`config.mk`:
```
export PLATFORM = sky130hd
export DESIGN_NAME = fifo_drain_arbiter
export DESIGN_NICKNAME = d
export VERILOG_FILES = /design/src/rtl/fifo_arb_pkg.sv /design/src/rtl/rr_priority_pick.sv /design/src/rtl/fifo_drain_arbiter.sv
export SDC_FILE = /design/constraint.sdc
export NUM_CORES = 1
export LEC_CHECK = 0
export CAP_MARGIN = 10
export CELL_PAD_IN_SITES_DETAIL_PLACEMENT = 0
export CELL_PAD_IN_SITES_GLOBAL_PLACEMENT = 1
export CORE_MARGIN = 1.5
export CORE_UTILIZATION = 33
export CTS_BUF_LIST = sky130_fd_sc_hd__clkbuf_4 sky130_fd_sc_hd__clkbuf_8
export CTS_CLUSTER_SIZE = 8
export DETAILED_ROUTE_END_ITERATION = 6
export HOLD_SLACK_MARGIN = 0.03
export PLACE_DENSITY_LB_ADDON = 0.25
export SLEW_MARGIN = 20
export SYNTH_ARGS = -nofsm -noshare
export SYNTH_HDL_FRONTEND = slang
export SYNTH_SLANG_ARGS = --single-unit
```
`constraint.sdc`:
```
create_clock -name clock -period 4.82 [get_ports clock]
set_clock_uncertainty 0.15 [all_clocks]
set_input_delay 0.482 -clock clock [delete_from_list [all_inputs] [get_ports clock]]
set_output_delay 0.482 -clock clock [all_outputs]
set_load 0.005 [all_outputs]
```
`src/rtl/fifo_arb_pkg.sv`:
```
// Shared definitions for the FIFO drain arbiter.
//   arb_state_t  - arbiter FSM state encoding (IDLE, GRANT, GAP)
//   BURST_CNT_W  - width of the per-grant burst counter (MAX_BURST up to 15)
//   port_lsb()   - bit offset of a port's word inside a packed per-port bus
package fifo_arb_pkg;

    typedef enum logic [1:0] {
        IDLE  = 2'd0,
        GRANT = 2'd1,
        GAP   = 2'd2
    } arb_state_t;

    localparam int unsigned BURST_CNT_W = 4;

    function automatic int port_lsb(input int port, input int width);
        return port * width;
    endfunction

endpackage

```
`src/rtl/rr_priority_pick.sv`:
```
// Round-robin priority picker (purely combinational).
//   req        - per-port request vector
//   last_grant - port granted most recently; the search starts one above it
//   found      - at least one port is requesting
//   index      - first requesting port found, wrapping modulo 2**LOG_N
module rr_priority_pick
    import fifo_arb_pkg::*;
#(
    parameter int LOG_N = 2
) (
    input  logic [(1<<LOG_N)-1:0] req,
    input  logic [LOG_N-1:0]      last_grant,
    output logic                  found,
    output logic [LOG_N-1:0]      index
);

    localparam int unsigned N = 1 << LOG_N;

    // Offsets 1..N from last_grant; the truncating add gives the wrap, and
    // offset N lands back on last_grant itself as the lowest priority.
    always_comb begin
        logic [LOG_N-1:0] cand;
        found = 1'b0;
        index = '0;
        cand  = '0;
        for (int unsigned i = 1; i <= N; i++) begin
            cand = last_grant + LOG_N'(i);
            if (!found && req[cand]) begin
                found = 1'b1;
                index = cand;
            end
        end
    end

endmodule

```
`src/rtl/fifo_drain_arbiter.sv`:
```
// Round-robin drain of up to N_PORTS slow-read FIFOs into one registered
// valid/ready output stream. One port is granted at a time for a burst of at
// most MAX_BURST words; each read is followed by a one-cycle gap because the
// FIFO's has_data is not valid in the cycle after a read.
//   clock, reset_n  - posedge clock, asynchronous active-low reset
//   enable          - global clock enable; low freezes all state, no reads
//   fifo_has_data   - per-port non-empty flags
//   fifo_dout       - per-port head words, port i at [i*WIDTH +: WIDTH]
//   fifo_read       - one-hot dequeue strobe (combinational)
//   out_data/out_src/out_valid - registered output word, its source port, valid
//   out_ready       - consumer accepts the output word this cycle
//   busy            - arbiter is not idle
module fifo_drain_arbiter
    import fifo_arb_pkg::*;
#(
    parameter int WIDTH     = 36,
    parameter int LOG_N     = 2,
    parameter int MAX_BURST = 4,
    localparam int N_PORTS  = 1 << LOG_N
) (
    input  logic                     clock,
    input  logic                     reset_n,
    input  logic                     enable,
    input  logic [N_PORTS-1:0]       fifo_has_data,
    input  logic [N_PORTS*WIDTH-1:0] fifo_dout,
    output logic [N_PORTS-1:0]       fifo_read,
    output logic [WIDTH-1:0]         out_data,
    output logic [LOG_N-1:0]         out_src,
    output logic                     out_valid,
    input  logic                     out_ready,
    output logic                     busy
);

    localparam logic [BURST_CNT_W-1:0] BURST_LAST = BURST_CNT_W'(MAX_BURST);
    localparam logic [BURST_CNT_W-1:0] BURST_ONE  = BURST_CNT_W'(1);

    arb_state_t             state;
    logic [LOG_N-1:0]       last_grant;
    logic [BURST_CNT_W-1:0] burst_cnt;

    logic                   pick_found;
    logic [LOG_N-1:0]       pick_idx;
    logic                   slot_free;
    logic                   rd_en;
    logic [LOG_N-1:0]       rd_idx;
    logic [WIDTH-1:0]       rd_word;

    rr_priority_pick #(
        .LOG_N (LOG_N)
    ) u_pick (
        .req        (fifo_has_data),
        .last_grant (last_grant),
        .found      (pick_found),
        .index      (pick_idx)
    );

    always_comb begin
        slot_free = ~out_valid | out_ready;
        rd_en     = 1'b0;
        rd_idx    = last_grant;
        unique case (state)
            IDLE: begin
                rd_en  = enable & slot_free & pick_found;
                rd_idx = pick_idx;
            end
            GRANT: begin
                rd_en = enable & slot_free & fifo_has_data[last_grant];
            end
            default: begin
            end
        endcase
        rd_word = fifo_dout[port_lsb(int'(rd_idx), WIDTH) +: WIDTH];
    end

    // Reset gates only the strobe itself so reset_n never reaches flop data.
    assign fifo_read = (rd_en && reset_n) ? (N_PORTS'(1) << rd_idx) : '0;
    assign busy      = (state != IDLE);

    always_ff @(posedge clock or negedge reset_n) begin
        if (!reset_n) begin
            state      <= IDLE;
            last_grant <= LOG_N'(N_PORTS - 1);
            burst_cnt  <= '0;
            out_valid  <= 1'b0;
            out_data   <= '0;
            out_src    <= '0;
        end else if (enable) begin
            if (rd_en) begin
                out_data  <= rd_word;
                out_src   <= rd_idx;
                out_valid <= 1'b1;
            end else if (out_ready) begin
                out_valid <= 1'b0;
            end

            unique case (state)
                IDLE: begin
                    if (pick_found && slot_free) begin
                        last_grant <= pick_idx;
                        burst_cnt  <= BURST_ONE;
                        state      <= (MAX_BURST == 1) ? IDLE : GAP;
                    end
                end
                GAP: begin
                    state <= (burst_cnt == BURST_LAST) ? IDLE : GRANT;
                end
                GRANT: begin
                    if (!fifo_has_data[last_grant]) begin
                        state <= IDLE;
                    end else if (slot_free) begin
                        burst_cnt <= burst_cnt + BURST_ONE;
                        state     <= GAP;
                    end
                end
                default: state <= IDLE;
            endcase
        end
    end

endmodule

```
### Yosys cells after proc, flatten, opt, wreduce, memory -nomap -nowiden

Cells that the tools add are included.
Widths: inputs -> output; s select.

* register bits: 47
* input port bits: 152

* add/subtract/negate cells: 4
* $mul: 1
* $lt $le $gt $ge: 4
* equality and inequality tests: 7
* shifts and indexed selects: 2
* muxes and demuxes: 30
* bitwise gates (word level): 5
* reductions and logical operators: 17

Operators by type and width (number)
* $shiftx 144x9->36: 1
* $mux 2: 8
* $mux 4: 4
* $lt 2x3->1 const B: 4
* $mux 1: 11
* $bmux 1 s2: 4
* $pmux 4 s2: 1
* $mul 2x4->6 const B: 1
* $pmux 2 s3: 1
* $reduce_and 3->1: 2
* $reduce_bool 2->1: 3
* $logic_and 1x1->1: 5
* $reduce_and 5->1: 1
* $add 2x2->2 const B: 2
* $add 4x1->4 const B: 1
* $eq 4x3->1 const B: 1
* $ne 2x2->1 const B: 2
* $reduce_and 2->1: 2
* $shl 1x2->4 const A: 1
* $and 1x1->1: 3
* $logic_not 1->1: 3
* $ne 3x3->1 const B: 1
* $add 2x1->2 const B: 1
* $eq 2x1->1 const B: 1
* 6 further kinds: 6

### Longest topological paths before layout

Gate-level depths: netlist (run 1).

* depth in word-level cells: 17
* mapped depth: 9
* depth with buffers taken out: 6

### Cells and area by module

A second synthesis (run 1) with hierarchy kept.

* cell total of the unflattened synthesis: 193
* area total of the unflattened synthesis: 2935.3 um^2

By module, submodules not included
* fifo_drain_arbiter: instances 1, cells each 179, area each 2844.0 um^2, sequential area each 1178.6 um^2
* rr_priority_pick: instances 1, cells each 14, area each 91.3 um^2, sequential area each 0.0 um^2

### Worst setup path after synthesis (run 1)

OpenSTA, ideal clock, no wires.

* kind: register to output
* start: register last_grant[1]
* end: output fifo_read[0]
* data arrival time: 1.808 ns
* required time: 4.188 ns
* slack: 2.380 ns
* stages on the path, launching flop included: 8
* path buffers: 3
* cell sequence: dfstp_2 -> buf_2 -> buf_4 -> mux2_4 -> a21oi_4 -> buf_2 -> nand2_1 -> a21oi_1

* cells in the longest elaborated chain, start to end: 17
* elaborated cells on any way between the ends: 32

RTL lines
* start, declared: RTL line fifo_drain_arbiter.sv:38 `logic [LOG_N-1:0] last_grant;`
* start signal, assigned: RTL line fifo_drain_arbiter.sv:82 `last_grant <= LOG_N'(N_PORTS - 1);`
* start signal, assigned: RTL line fifo_drain_arbiter.sv:99 `last_grant <= pick_idx;`
* $add 2x1->2: RTL line rr_priority_pick.sv:27 `cand = last_grant + LOG_N'(i);`
* $bmux 1 s2: RTL line rr_priority_pick.sv:28 `if (!found && req[cand]) begin`
* $mux 1 (not written as such): RTL line rr_priority_pick.sv:28
* $mux 1: RTL line rr_priority_pick.sv:28
* $logic_not 1->1: RTL line rr_priority_pick.sv:28
* $logic_and 1x1->1: RTL line rr_priority_pick.sv:28
* $mux 1: RTL line rr_priority_pick.sv:28
* $logic_not 1->1: RTL line rr_priority_pick.sv:28
* $logic_and 1x1->1: RTL line rr_priority_pick.sv:28
* $mux 1: RTL line rr_priority_pick.sv:28
* $logic_not 1->1: RTL line rr_priority_pick.sv:28
* $logic_and 1x1->1: RTL line rr_priority_pick.sv:28
* $mux 1: RTL line rr_priority_pick.sv:28
* $and 1x1->1: RTL line fifo_drain_arbiter.sv:63 `rd_en = enable & slot_free & pick_found;`
* $pmux 1 s2: RTL line fifo_drain_arbiter.sv:61 `unique case (state)`
* $logic_and 1x1->1: RTL line fifo_drain_arbiter.sv:76 `assign fifo_read = (rd_en && reset_n) ? (N_PORTS'(1) << rd_idx) : '0;`
* $mux 4 (*): RTL line fifo_drain_arbiter.sv:76
* end, declared: RTL line fifo_drain_arbiter.sv:26 `output logic [N_PORTS-1:0] fifo_read,`

Mark *: on every way between the ends. The rest lies on a longest branch, timed or not. The select of a mux whose other input is x is not followed.

### Final worst setup path (run 1)

* start: register state[0]
* end: output fifo_read[2]

* cells in the longest elaborated chain, start to end: 4
* elaborated cells on any way between the ends: 7

RTL lines
* start, declared: RTL line fifo_drain_arbiter.sv:37 `arb_state_t state;`
* start signal, assigned: RTL line fifo_drain_arbiter.sv:101 `state <= (MAX_BURST == 1) ? IDLE : GAP;`
* start signal, assigned: RTL line fifo_drain_arbiter.sv:105 `state <= (burst_cnt == BURST_LAST) ? IDLE : GRANT;`
* $eq 2x1->1 or $logic_not 2->1 (tied branches): RTL line fifo_drain_arbiter.sv:61
* $pmux 1 s2 or $mux 2 (tied branches): RTL line fifo_drain_arbiter.sv:61
* $logic_and 1x1->1 or $shl 1x2->4 (tied branches): RTL line fifo_drain_arbiter.sv:76
* $mux 4 (*): RTL line fifo_drain_arbiter.sv:76

Mark *: on every way between the ends. The rest lies on a longest branch, timed or not.

==> flow_summary.yaml, run 1 <==
status:
  outcome: "finished clean"
sta:
  finalMaxSlewViolations: 0
  slew_headroom_pct: 37.69
  finalSetupTns_ns: 0
  fin_crit_sh_pct: 76.81
  hold_viol: 0
  setup_viol: 0
  rsz0062_at_grt: "false"
  worst_pin_slew_ns: 0.9312
  fin_crit_ns: 3.702
  fmax_mhz: 270.1
logic_synthesis:
  ys.flop_type: "dfrtp_1"
  netlist_instances: 514
  ys_seq_elements: 47
  synth_cell_types: 55
  syn_nets: 668
  synth-async-reset-ratio_pct: 100.0
  synth_warnings: 0
  syn_area_sq_mm: 0.004287
  synth_edf_count: 0
  synth-seq-area-share_pct: 27.50
  avgSynthCellArea_sq_um: 8.340
clock_network:
  clock_latency_ns: 0.32
  clock_tree.root_cell: "clkbuf_8"
  path_clk_slew_ns: 0.09
  numCtsBuffers: 5
  cts_sinks: 47
  postCtsResizedCells: 0
  cts_tree: "yes"
  postCtsHoldBufs: 0
  htreeDepth: 2
  post-cts-setup-buffer-count: 0
  cts_buffer_depth: 2
final_layout:
  final_layout_size_suffix_gt1_share_pct: 12.50
  final_cells: 844
  antenna_cells: 0
  nNetsFinal: 825
  multi_input_area_sq_mm: 0.002836
  fin_util_pct: 50.37
  register_area_sq_mm: 0.001179
  area_growth_pct: 48.89
  final_cell_area_sq_mm: 0.006382
  n_fill_cell: 1216
global_routing:
  grt_max_degree: 82
  grt_pass1_vias: 5068
  grt_pass1_wl_mm: 25.61
  antenna_found_initial: 0
  grt.total_usage_pct: 24.20
  grt_overflow: 0
worst_hold_path:
  hold_path_class: "in -> async"
setup_path:
  critPathLaunch: "state[0]$_DFFE_PN0P_"
  r2r_slack_ns: 1.65
  critPathCapture: "fifo_read[2]"
  critPathArrivalTime_ns: 3.07
  cp-end-kind: "primary output"
  worstPathMaxFanout: 81
  required_ns: 4.19
  r2r-start: "state[0]$_DFFE_PN0P_"
  crit_type: "reg -> out"
  critPathLaunchType: "flip-flop"
  r2r.worst_path.cells: 6
  r2r_end: "out_data[13]$_DFFE_PN0P_"
pwr:
  static-leakage-power_uw: 0.002245
  total_power_uw: 3399
  p_comb_share_pct: 69.1
  irDropWorstVdd_uv: 359.7
  power.density_mw_per_mm2: 532.6
  clock_power_share_pct: 8.5
  seq_power_share_pct: 22.3
  p_sw_share_pct: 45.82
  p_sw_uw: 1557
  p_int_uw: 1842
floorplan:
  start_util_pct: 33.83
  chipHeight_microns: 117.0
  rows: 41
  core_sq_mm: 0.01267
  die_w_microns: 117.0
  die_area_sq_mm: 0.01368
  ios: 196
flow_run:
  cap_violations: 0
placement:
  dpl_cell_area_sq_mm: 0.006260
  dpl.hpwl_mm: 11.41
  portBuffers: 195
  place.gp.congestion: 0.8544
  place_inst: 836
route:
  dr.pass1.iters: 4
  avgRoutedWirePerCell_microns: 19.61
  vias: 4915
  drt-total-wl_mm: 16.55
  drc: 0
  drtIter0Drc: 381
  detail-route-antenna-nets: 0
  routed_via_density: 5.823
stage by stage:
stage / setup WS, ns / hold slack (ns)
5_1_grt: 0.8717 / 0.3025
6_report: 1.118 / 0.2261
4_1_cts: 0.7984 / 0.2806
3_3_place_gp: 1.099 / 0.3198
3_5_place_dp: 1.006 / 0.3357
2_1_floorplan: 2.380 / 0.03641
per-layer routing:
| layer | track usage (%) | vias to the layer above | part of all wire [%] |
|---|---|---|---|
| li1 | - | 2291 | - |
| met1 | 29.47 | 2315 | 41 |
| met2 | 41.21 | 267 | 48 |
| met3 | 4.840 | 42 | 8.0 |
| met4 | 11.41 | 0 | 3.5 |
| met5 | 0 | - | 0 |
cells in the mapped netlist (2+ instances only):
library cell | n | share of area, %
a211oi_1 | 14 | 2.5
a21o_1 | 2 | 0.35
a21oi_1 | 35 | 4.1
a221oi_1 | 12 | 2.5
a22oi_1 | 22 | 3.9
a31oi_1 | 50 | 7.3
a32oi_1 | 12 | 2.5
buf_2 | 27 | 3.2
buf_4 | 5 | 0.88
buf_6 | 2 | 0.53
clkbuf_1 | 21 | 1.8
dfrtp_1 | 45 | 26
dfstp_2 | 2 | 1.2
ha_1 | 2 | 0.58
inv_1 | 6 | 0.53
mux2_2 | 26 | 6.8
mux2i_1 | 13 | 3.0
mux4_2 | 11 | 5.8
nand2_1 | 51 | 4.5
nand2b_1 | 4 | 0.58
nand3_1 | 28 | 3.3
nor2_1 | 34 | 3.0
nor2b_1 | 14 | 2.0
nor3_1 | 4 | 0.47
o211ai_1 | 12 | 2.1
o21ai_0 | 17 | 2.0
o21ai_1 | 3 | 0.35
or2_2 | 12 | 1.8
or3_1 | 2 | 0.29
layout make-up:
cell class	count	share of cell area, %
Multi-Input combinational cell	405	44.44
Timing Repair Buffer	205	31.68
Sequential cell	47	18.47
Tap cell	172	3.372
Clock buffer	8	1.627
Inverter	7	0.4117
how the worst min path moves through the flow:
| stage | depth (start not counted) | from | end |
|---|---|---|---|
| after CTS | 2 | reset_n | out_data[16]$_DFFE_PN0P_ |
| after floorplan | 0 | reset_n | burst_cnt[0]$_DFFE_PN0P_ |
| after detailed placement | 1 | out_src[0]$_DFFE_PN0P_ | out_src[0]$_DFFE_PN0P_ |
| after global routing | 2 | reset_n | out_data[16]$_DFFE_PN0P_ |
| after global placement | 1 | out_src[0]$_DFFE_PN0P_ | out_src[0]$_DFFE_PN0P_ |
| final | 2 | reset_n | out_data[16]$_DFFE_PN0P_ |
power groups by stage:
stage               combinational (uW)  clock (uW)  sequential, uW
floorplan                         1520           0             722
global placement                  2280           0             759
detailed placement                2330           0             761
CTS                               2340         299             757
global route                      2570         309             788
finish                            2350         290             759
layout by cell type (no fill, tap or decap), types with 3 or more instances in the layout:
master | synthesis | final
clkdlybuf4s50_1 | 0 | 194
nand2_1 | 51 | 51
a31oi_1 | 50 | 50
dfrtp_1 | 45 | 45
a21oi_1 | 35 | 35
nor2_1 | 34 | 34
nand3_1 | 28 | 28
mux2_2 | 26 | 26
a22oi_1 | 22 | 22
o21ai_0 | 17 | 17
nor2b_1 | 14 | 14
a211oi_1 | 14 | 14
mux2i_1 | 13 | 12
or2_2 | 12 | 12
a221oi_1 | 12 | 12
o211ai_1 | 12 | 12
a32oi_1 | 12 | 12
mux4_2 | 11 | 11
buf_4 | 5 | 10
clkbuf_8 | 0 | 7
inv_1 | 6 | 6
nand2b_1 | 4 | 4
o21ai_1 | 3 | 3
nor3_1 | 4 | 3
worst max-delay path, stage by stage, from the launching register on:
cell             delay (ns)
dfrtp_1                0.72
nor2_4                 0.22
buf_4                  0.67
o2111ai_1              0.38
a21oi_1                0.24
clkdlybuf4s50_1        0.52
flip-flops by register name, indices dropped and copies added (netlist names):
signal,flops
burst_cnt,4
last_grant,2
out_data,36
out_src,2
out_valid,1
state,2
cells by family after synthesis:
| kind of cell | share of synthesized area [%] |
|---|---|
| AND/OR/NAND/NOR | 17.95 |
| buffers and inverters | 7.005 |
| multiplexers | 16.00 |
| adder cells (fa/ha/maj) | 0.5837 |
| AO/OA/AOI/OAI | 30.97 |
| flip-flops | 27.50 |
(Power assumes the default switching activity.)
==> run 2, diff against run 1 <==
--- a/config.mk
+++ b/config.mk
@@ -9,7 +9,7 @@
 export CELL_PAD_IN_SITES_DETAIL_PLACEMENT = 0
 export CELL_PAD_IN_SITES_GLOBAL_PLACEMENT = 1
 export CORE_MARGIN = 1.5
-export CORE_UTILIZATION = 33
+export CORE_UTILIZATION = 31
 export CTS_BUF_LIST = sky130_fd_sc_hd__clkbuf_4 sky130_fd_sc_hd__clkbuf_8
 export CTS_CLUSTER_SIZE = 8
 export DETAILED_ROUTE_END_ITERATION = 6
==> constraint.sdc (replaced) <==
create_clock -name clock -period 3.9 [get_ports clock]
set_clock_uncertainty 0.15 [all_clocks]
set_input_delay 0.39 -clock clock [delete_from_list [all_inputs] [get_ports clock]]
set_output_delay 0.39 -clock clock [all_outputs]
set_load 0.005 [all_outputs]
==> flow_summary.yaml, run 2 (same netlist as run 1, synthesis figures left out) <==
route:
  wl_met3_mm: 1.178
  routed_via_density: 5.782
  vias: 4932
  drtIter0Drc: 444
  detail-route-antenna-nets: 0
  drc: 0
  drt-met1-wl_mm: 7.067
  dr_wl_met2_mm: 8.102
  drt-total-wl_mm: 16.67
  avgRoutedWirePerCell_microns: 19.55
  top_layer_used: "met4"
  dr.pass1.iters: 5
final_layout:
  antenna_cells: 0
  final_cells: 853
  nNetsFinal: 830
  layout_commonest_cell: "clkdlybuf4s50_1"
  area_growth_pct: 50.26
  top_regs: "out_data: 36 flops, burst_cnt: 4 flops"
  largest_register: "out_data"
  final_layout_size_suffix_gt1_share_pct: 12.85
  final_cell_mix: "194 x clkdlybuf4s50_1, 51 x nand2_1, 50 x a31oi_1, 45 x dfrtp_1, 35 x a21oi_1"
  largest_register_ffs: 36
  n_fill_cell: 1298
sta:
  fin_crit_ns: 3.369
  fmax_mhz: 296.8
  finalSetupTns_ns: 0
  hold_viol: 0
  fin_crit_sh_pct: 86.39
  rsz0062_at_grt: "false"
  finalMaxSlewViolations: 0
  slew_headroom_pct: 38.05
  setup_viol: 0
  worst_pin_slew_ns: 0.9258
setup_path:
  crit_chain: "nor2_4 -> buf_4 -> nand2_1 -> a21oi_1 -> clkdlybuf4s50_1"
  worstPathMaxFanout: 56
  slowest_delay_ns: 0.71
  critPathArrivalTime_ns: 2.83
  crit_type: "reg -> out"
  required_ns: 3.36
  slowest_stage: "dfrtp_1"
  cp-end-kind: "primary output"
  critPathLaunchType: "flip-flop"
global_routing:
  grt_overflow: 0
  grt_max_degree: 57
  antenna_found_initial: 0
  grt_pass1_wl_mm: 26.14
  grt_pass1_vias: 5058
  grt.total_usage_pct: 22.67
clock_network:
  cts_tree: "yes"
  cts_buffer_depth: 2
  htreeDepth: 2
  cts_sinks: 47
  numCtsBuffers: 5
  postCtsResizedCells: 0
  clock_tree.root_cell: "clkbuf_8"
  clock_latency_ns: 0.33
  path_clk_slew_ns: 0.10
floorplan:
  chipHeight_microns: 120.6
  ios: 196
  core_sq_mm: 0.01335
  start_util_pct: 32.11
  die_w_microns: 120.6
  rows: 42
  die_area_sq_mm: 0.01454
pwr:
  clock_power_share_pct: 10.6
  seq_power_share_pct: 22.4
  p_int_uw: 2380
  irDropWorstVdd_uv: 402.4
  p_sw_uw: 1939
  p_sw_share_pct: 44.89
  static-leakage-power_uw: 0.002281
  p_comb_share_pct: 67.0
  power.density_mw_per_mm2: 670.5
placement:
  dpl.hpwl_mm: 11.84
  portBuffers: 195
  place_inst: 844
  place.gp.congestion: 0.9218
flow_run:
  cap_violations: 0
status:
  outcome: "finished clean"
worst_hold_path:
  hold_path_class: "in -> async"
==> run 2: power by group through the flow <==
| stage | logic, uW | clock network (uW) | registers (uW) |
|---|---|---|---|
| global placement | 2850 | 0 | 971 |
| floorplan | 1880 | 0 | 892 |
| global route | 3150 | 487 | 1000 |
| detailed placement | 2880 | 0 | 977 |
| CTS | 2890 | 467 | 971 |
| finish | 2890 | 457 | 968 |
==> run 2: layout make-up <==
cell class,count,area (sq um),share of cell area (%)
multi-input cells,405,2818,43.75
repair buffers,210,2062,32.01
flip-flops and latches,47,1179,18.30
well taps,176,220.2,3.419
clock buffers,5,68.82,1.068
clock inverters,3,67.56,1.049
inverters,7,26.28,0.4079
==> run 2: worst max-delay path: cells and delay by family (launching register included) <==
family	cells	cell delay, ns
buffers and inverters	2	1.05
flip-flops	1	0.71
AND/OR/NAND/NOR	2	0.57
AO/OA/AOI/OAI	1	0.17
==> run 2: per-stage QoR <==
stage | util, % | total power [uW] | hold WS [ns] | instance area (sq um) | setup slack [ns]
6_report | 48.26 | 4319 | 0.3094 | 6441 | 0.5309
5_1_grt | 48.26 | 4639 | 0.3223 | 6441 | 0.3790
4_1_cts | 48.26 | 4330 | 0.3106 | 6441 | 0.5355
3_5_place_dp | 47.16 | 3861 | 0.1289 | 6295 | 0.6012
3_3_place_gp | 47.16 | 3822 | 0.1274 | 6295 | 0.6754
2_1_floorplan | - | 2775 | -0.05559 | 4287 | 1.552
==> run 2: path summary, 6_finish.rpt <==
kind / endpoint / slack (ns) / cells after the start / from
min in group clock: out_src[0]$_DFFE_PN0P_ / 0.34 / 1 / out_src[0]$_DFFE_PN0P_
max in group asynchronous: last_grant[1]$_DFFE_PN1P_ / 2.45 / 3 / reset_n
min reg2reg: out_src[0]$_DFFE_PN0P_ / 0.34 / 1 / out_src[0]$_DFFE_PN0P_
min: out_data[23]$_DFFE_PN0P_ / 0.31 / 2 / reset_n
max reg2reg: out_data[33]$_DFFE_PN0P_ / 0.87 / 6 / last_grant[0]$_DFFE_PN1P_
max: fifo_read[0] / 0.53 / 5 / state[0]$_DFFE_PN0P_
==> run 2: per-layer routing <==
layer,global-route usage [%],vias up
li1,-,2296
met1,29.01,2380
met2,38.64,230
met3,3.915,26
met4,7.574,0
met5,0,-
==> run 2: timing repair <==
action,4_1_cts,5_1_grt
setup buffers,0,0
hold buffers,1,0
endpoints found under the hold margin,8,0
==> run 3, diff against run 2 <==
==> constraint.sdc (replaced) <==
create_clock -name clock -period 3.9 [get_ports clock]
set_clock_uncertainty 0.15 [all_clocks]
set_input_delay 0.585 -clock clock [delete_from_list [all_inputs] [get_ports clock]]
set_output_delay 0.585 -clock clock [all_outputs]
set_load 0.005 [all_outputs]
==> flow_summary.yaml, run 3 (same netlist as run 1, synthesis figures left out) <==
global_routing:
  grt_pass1_vias: 5097
  grt.total_usage_pct: 23.34
  antenna_found_initial: 0
  grt_pass1_wl_mm: 26.71
  grt_max_degree: 41
  grt_overflow: 0
final_layout:
  top_regs: "out_data: 36 flops, burst_cnt: 4 flops"
  antenna_cells: 0
  final_cell_mix: "194 x clkdlybuf4s50_1, 51 x nand2_1, 50 x a31oi_1, 45 x dfrtp_1, 35 x a21oi_1"
  n_fill_cell: 1301
  largest_register_ffs: 36
  area_growth_pct: 51.11
  register_area_sq_mm: 0.001179
  fin_util_pct: 48.53
  multi_input_area_sq_mm: 0.002826
  final_layout_size_suffix_gt1_share_pct: 13.64
  final_cell_area_sq_mm: 0.006477
  layout_commonest_cell: "clkdlybuf4s50_1"
  nNetsFinal: 835
  largest_register: "out_data"
placement:
  dpl.hpwl_mm: 12.13
  portBuffers: 195
  dpl_cell_area_sq_mm: 0.006332
  place_ws_ns: 0.1632
  place.gp.congestion: 0.8749
clock_network:
  htreeDepth: 2
  numCtsBuffers: 5
  postCtsResizedCells: 0
  path_clk_slew_ns: 0.09
  post-cts-setup-buffer-count: 0
  clock_latency_ns: 0.32
  postCtsHoldBufs: 0
  cts_buffer_depth: 2
  cts_tree: "yes"
  clock_tree.root_cell: "clkbuf_8"
  cts_sinks: 47
pwr:
  power.density_mw_per_mm2: 672.8
  p_comb_share_pct: 67.5
  static-leakage-power_uw: 0.002307
  p_int_uw: 2395
  p_sw_uw: 1963
  p_sw_share_pct: 45.04
  irDropWorstVdd_uv: 311.9
  seq_power_share_pct: 22.2
  clock_power_share_pct: 10.3
sta:
  fin_crit_sh_pct: 94.17
  slew_headroom_pct: 34.60
  finalWorstSetupSlack_ns: 0.2274
  finalSetupTns_ns: 0
  hold_viol: 0
  worst_pin_slew_ns: 0.9810
  setup_viol: 0
  rsz0062_at_grt: "false"
  fin_crit_ns: 3.673
  fmax_mhz: 272.3
  finalMaxSlewViolations: 0
floorplan:
  start_util_pct: 32.11
  chipHeight_microns: 120.6
  rows: 42
  ios: 196
  core_sq_mm: 0.01335
  die_area_sq_mm: 0.01454
  die_w_microns: 120.6
route:
  drtIter0Drc: 439
  dr.pass1.iters: 7
  routed_via_density: 5.781
  avgRoutedWirePerCell_microns: 19.99
  vias: 4960
  detail-route-antenna-nets: 0
  drc: 0
  drt-total-wl_mm: 17.15
setup_path:
  r2r.worst_path.cells: 6
  r2r_slack_ns: 0.84
  critPathLaunch: "last_grant[1]$_DFFE_PN1P_"
  critPathCapture: "fifo_read[3]"
  critPathArrivalTime_ns: 2.94
  cp-end-kind: "primary output"
  crit_type: "reg -> out"
  worstPathMaxFanout: 38
  critPathLaunchType: "flip-flop"
  r2r_end: "out_data[0]$_DFFE_PN0P_"
  required_ns: 3.16
  r2r-start: "last_grant[1]$_DFFE_PN1P_"
flow_run:
  cap_violations: 0
worst_hold_path:
  hold_path_class: "in -> async"
status:
  outcome: "finished clean"
## run 3: layout make-up
class	count	area share, %
Multi-Input combinational cell	406	43.64
Timing Repair Buffer	214	32.26
Sequential cell	47	18.20
Tap cell	176	3.400
Clock buffer	6	1.178
Clock inverter	2	0.9272
Inverter	7	0.4056
## run 3: power groups by stage
stage	combinational, uW	sequential (uW)	clock (uW)
6_report	2940	968	448
5_1_grt	3210	1000	477
4_1_cts	2920	963	462
3_5_place_dp	2910	970	0
3_3_place_gp	2880	968	0
2_1_floorplan	1880	892	0
## run 3: how the worst min path moves through the flow
stage / start / endpoint / depth (start not counted) / slack (ns)
after floorplan: reset_n / burst_cnt[0]$_DFFE_PN0P_ / 0 / 0.14
after global placement: out_src[0]$_DFFE_PN0P_ / out_src[0]$_DFFE_PN0P_ / 1 / 0.32
after detailed placement: out_src[0]$_DFFE_PN0P_ / out_src[0]$_DFFE_PN0P_ / 1 / 0.33
after CTS: reset_n / out_data[24]$_DFFE_PN0P_ / 1 / 0.11
after global routing: reset_n / out_data[23]$_DFFE_PN0P_ / 1 / 0.14
final: reset_n / out_data[17]$_DFFE_PN0P_ / 1 / 0.11
## run 3: metal layers
layer	part of all wire [%]	track usage (%)	vias up
met2	49	40.38	236
met4	2.1	8.088	0
met5	0	0	-
li1	-	-	2307
met3	7.4	4.292	25
met1	41	29.10	2392
## run 3: per-stage QoR
step                      total power, uW  hold WS (ns)  cells
after floorplan                      2775        0.1394    514
after global placement               3845        0.3176    849
after detailed placement             3885        0.3339    849
after CTS                            4349        0.1145    857
after global routing                 4691        0.1354    858
final                                4358        0.1057    858
## run 3: worst max-delay path: stages (launching register included)
cell,delay (ns)
dfstp_2,0.76
buf_4,0.48
nor2b_1,0.24
a211oi_1,0.10
o31ai_2,0.31
and3_1,0.20
clkdlybuf4s50_1,0.50
